$ cat config.mk
export PLATFORM = sky130hd
export DESIGN_NAME = skid_buffer
export DESIGN_NICKNAME = d
export VERILOG_FILES = /design/src/rtl/skid_pkg.sv /design/src/rtl/skid_ctrl.sv /design/src/rtl/skid_buffer.sv
export SDC_FILE = /design/constraint.sdc
export NUM_CORES = 1
export LEC_CHECK = 0
export BUFFER_PORTS_ARGS = -buffer_cell sky130_fd_sc_hd__buf_2
export CAP_MARGIN = 20
export CELL_PAD_IN_SITES_DETAIL_PLACEMENT = 0
export CELL_PAD_IN_SITES_GLOBAL_PLACEMENT = 2
export CORE_MARGIN = 4
export CORE_UTILIZATION = 35
export CTS_CLUSTER_DIAMETER = 200
export CTS_CLUSTER_SIZE = 14
export DETAILED_ROUTE_END_ITERATION = 16
export PLACE_DENSITY_LB_ADDON = 0.15
export SETUP_SLACK_MARGIN = 0.02
export SYNTH_ARGS = -nofsm -noshare
export SYNTH_HDL_FRONTEND = slang
export SYNTH_SLANG_ARGS = --single-unit
$ cat constraint.sdc
create_clock -name clk -period 3.26 [get_ports clk]
set_clock_uncertainty 0.1 [all_clocks]
set_input_delay 0.326 -clock clk [delete_from_list [all_inputs] [get_ports clk]]
set_output_delay 0.326 -clock clk [all_outputs]
set_load 0.005 [all_outputs]
$ cat src/rtl/skid_pkg.sv
// rtl/skid_pkg.sv - shared state encoding for the two-entry skid buffer
package skid_pkg;

  typedef enum logic [1:0] {
    EMPTY = 2'd0,
    ONE   = 2'd1,
    FULL  = 2'd2
  } skid_state_t;

  localparam logic [1:0] STATE_ILLEGAL = 2'd3;

  function automatic logic state_has_beat(input logic [1:0] s);
    return (s != EMPTY);
  endfunction

  function automatic logic state_can_accept(input logic [1:0] s);
    return (s != FULL);
  endfunction

endpackage

$ cat src/rtl/skid_ctrl.sv
// rtl/skid_ctrl.sv - occupancy FSM producing datapath load enables
module skid_ctrl (
  input  logic       clk,
  input  logic       reset,
  input  logic       flush,
  input  logic       in_valid,
  input  logic       out_ready,
  output logic [1:0] state,
  output logic       load_main,
  output logic       load_skid,
  output logic       main_sel_skid
);
  import skid_pkg::*;

  skid_state_t state_q;
  skid_state_t state_d;
  logic        in_fire;
  logic        out_fire;

  // Handshakes derive from registered state only, so no input reaches in_ready/out_valid.
  assign in_fire  = in_valid & state_can_accept(state_q);
  assign out_fire = out_ready & state_has_beat(state_q);

  always_comb begin
    state_d       = state_q;
    load_main     = 1'b0;
    load_skid     = 1'b0;
    main_sel_skid = 1'b0;
    case (state_q)
      EMPTY: begin
        if (in_fire) begin
          load_main = 1'b1;
          state_d   = ONE;
        end
      end
      ONE: begin
        if (in_fire && out_fire) begin
          load_main = 1'b1;
        end else if (in_fire) begin
          load_skid = 1'b1;
          state_d   = FULL;
        end else if (out_fire) begin
          state_d = EMPTY;
        end
      end
      FULL: begin
        if (out_fire) begin
          load_main     = 1'b1;
          main_sel_skid = 1'b1;
          state_d       = ONE;
        end
      end
      default: state_d = EMPTY;
    endcase
    // Flush drops everything, including a beat offered this cycle.
    if (flush) begin
      state_d       = EMPTY;
      load_main     = 1'b0;
      load_skid     = 1'b0;
      main_sel_skid = 1'b0;
    end
  end

  always_ff @(posedge clk) begin
    if (reset) begin
      state_q <= EMPTY;
    end else begin
      state_q <= state_d;
    end
  end

  assign state = state_q;

endmodule

$ cat src/rtl/skid_buffer.sv
// rtl/skid_buffer.sv - two-entry ready/valid pipeline stage with registered handshakes
module skid_buffer #(
  parameter int WIDTH = 32
) (
  input  logic             clk,
  input  logic             reset,
  input  logic             flush,
  input  logic             in_valid,
  output logic             in_ready,
  input  logic [WIDTH-1:0] in_data,
  output logic             out_valid,
  input  logic             out_ready,
  output logic [WIDTH-1:0] out_data,
  output logic [1:0]       count
);
  import skid_pkg::*;

  logic [1:0]       state;
  logic             load_main;
  logic             load_skid;
  logic             main_sel_skid;
  logic [WIDTH-1:0] main_q;
  logic [WIDTH-1:0] skid_q;
  logic [WIDTH-1:0] main_d;

  skid_ctrl u_ctrl (
    .clk           (clk),
    .reset         (reset),
    .flush         (flush),
    .in_valid      (in_valid),
    .out_ready     (out_ready),
    .state         (state),
    .load_main     (load_main),
    .load_skid     (load_skid),
    .main_sel_skid (main_sel_skid)
  );

  assign main_d = main_sel_skid ? skid_q : in_data;

  always_ff @(posedge clk) begin
    if (reset) begin
      main_q <= '0;
      skid_q <= '0;
    end else begin
      if (load_main) main_q <= main_d;
      if (load_skid) skid_q <= in_data;
    end
  end

  assign out_data  = main_q;
  assign out_valid = state_has_beat(state);
  assign in_ready  = state_can_accept(state) & ~reset;
  assign count     = state;

endmodule

==> metrics <==
status=finished, final reports clean; PortBufs=72; DIE WIDTH=101.6 um; LEAKAGE=0.001256 uW; number of CTS-inserted buffers=9; vias in the first global route=2783; routed vias=2800; final setup violation count=0; max-slew violations=0; worst-margin pin slew=848.2 ps; CP peak stage delay=680 ps; post-synth cell types=26; Crit. Startpoint=u_ctrl.state[1]$_SDFFE_PP0P_; Num Clock Sinks=66; CP Max Fanout=33; Die Area=10330 um2; startpoint types=register; Final Hold Violating Endpoints=0; CP required=3330 ps; Post CTS Setup Buffer Count=0; Clock transition at path regs=70 ps; Buf/Inv on CP=1; fin util=43.07%; Reg2Reg Launch Point=u_ctrl.state[1]$_SDFFE_PP0P_; Sum Neg Setup Slack=0 ps; Syn Area/Cell=9.440 um2; die height=101.6 um; Core ar.=8382 um2; MaxCap Viol Count=0; fillcell total=872; Nets=412; slowest stage cell, crit path=and4bb_4; All-Layer GR Usage=18.00%; I/O pin total=73; Critical Path, Cell by Cell=and4bb_4, buf_12, mux2i_1, a311oi_1; FMAX=0.4590 GHz; Detail Placement HPWL=5655 um; worst vdd ir=182.6 uV; Rows=33; Worst Setup Path Type=register to register; post-synthesis sequential area ratio=43.07%; clock root buffer master=clkbuf_8; Pwr Total=1675 uW; Worst Min Path Start=in_data[4]; CTS tree=yes; Cell Pwr Density=464.0 nW/um2; Synthesized Nets=362; initial antenna violation count=0; Multi-input gate area=1518 um2; layout cells sized above 1=27.39%; crit end category=register; Post-Synthesis Cells=325; Synth Register Bits=66; maximum clock path buffer count=2; Final ANT Viol Nets=0; drt first pass iters=4; Sequential cell area=1321 um2; initial drt markers=151; min cycle time layout=2179 ps; initial core utilization=36.60%; clock latency on the worst-skew pair=330 ps; hold_buf cts=0; Slew headroom=43.46%; area delta synth->final=17.66%; Hold Crit Class=input pin to register; Remaining DRCs=0; post-cts sizing count=0; pin count of the biggest net entering global routing=43; Via density=5.821; Worst path top cell family by delay=simple AND/OR/NAND/NOR gates; RSZ-0062 raised after global routing=no; synthesized cell area=3068 um2; antenna cells=0; Worst EP arrival=2250 ps; Ys Warns=0; grt ovf=0; H-tree Lvls=3; Tcrit/Tclk final=66.83%; first-pass GRT wire length=14700 um; Post-Route WL=8958 um; WL/cell=18.62 um; gpl congestion=0.7130
## cell usage after synthesis (all sizes together)
| cell | count | share of area [%] |
|---|---|---|
| buf | 18 | 4.6 |
| dfxtp | 66 | 43 |
| o21a | 1 | 0.24 |
| nand2b | 1 | 0.20 |
| a311oi | 64 | 18 |
| a21oi | 34 | 5.5 |
| nor2 | 4 | 0.49 |
| and4bb | 1 | 0.41 |
| nand4bb | 1 | 0.37 |
| mux2i | 33 | 11 |
| nor4 | 1 | 0.20 |
| o21ai | 32 | 5.2 |
| nand2 | 1 | 0.12 |
| clkbuf | 28 | 3.4 |
| a22o | 1 | 0.29 |
| nor4bb | 1 | 0.33 |
| or2 | 1 | 0.20 |
| inv | 1 | 0.12 |
| or3b | 1 | 0.29 |
| nand3 | 32 | 5.2 |
| nor2b | 3 | 0.61 |
## cell usage in the layout (no fill, tap or decap), types with 3 or more instances in the layout
cell / instances
nand3_1: 32
buf_2: 72
buf_4: 12
o21ai_1: 5
nor2b_1: 3
a311oi_1: 64
dfxtp_1: 66
mux2i_1: 33
nor2_1: 3
a21oi_1: 34
o21ai_0: 27
clkbuf_8: 12
## worst reg2reg max path: cells and delay by family, from the launching register on
kind                   cells  cell delay, ps
AND/OR/NAND/NOR            1             680
AO/OA/AOI/OAI              1             110
multiplexers               1             240
buffers and inverters      1             300
flip-flops                 1             600
## kinds of logic after synthesis
logic type / synth area share [%]
DFF: 43.07
muxes: 10.77
AOI/OAI and AO/OA: 29.57
and+or+nand+nor: 8.442
buffers and inverters: 8.156
## power breakdown
part | total (uW) | internal, uW | switching (uW)
registers | 858 | 839 | 18.5
clock network | 604 | 322 | 282
logic | 214 | 89.0 | 125
## final timing paths
kind                                                   to  slack, ps  cells past startpoint
worst max-delay path            out_data[14]$_SDFFE_PP0P_       1080                      4
worst min-delay path               skid_q[4]$_SDFFE_PP0P_        150                      3
worst max register to register  out_data[14]$_SDFFE_PP0P_       1080                      4
worst min register to register    skid_q[24]$_SDFFE_PP0P_        380                      2
## flip-flops by register name, indices dropped and copies added, names as in the netlist
register	cells
out_data	32
skid_q	32
u_ctrl.state	2
## metal layers
layer  GRT usage (%)  vias to the layer above  routed length, um
li1                -                     1371                  -
met3           5.647                        4                506
met5               0                        -                  0
met1           24.09                     1363               4206
met2           28.82                       62               4203
met4           3.374                        0                 42
## area by class of cell
class	count	area share, %
multi-input combinational	212	42.05
sequential	66	36.60
timing repair buffer	85	13.03
clock buffer	12	4.575
tap	105	3.640
inverter	1	0.1040
## per-stage QoR
step | worst slack, ps | hold WS, ps | cells | instance area [um2]
finish | 1081 | 152.8 | 481 | 3610
detailed placement | 1005 | 365.9 | 469 | 3445
floorplan | 1721 | 303.1 | 325 | 3068
global route | 920.8 | 140.0 | 481 | 3610
CTS | 1068 | 135.9 | 481 | 3610
global placement | 1051 | 360.3 | 469 | 3445
No activity file was read; power rests on OpenSTA's default activity.
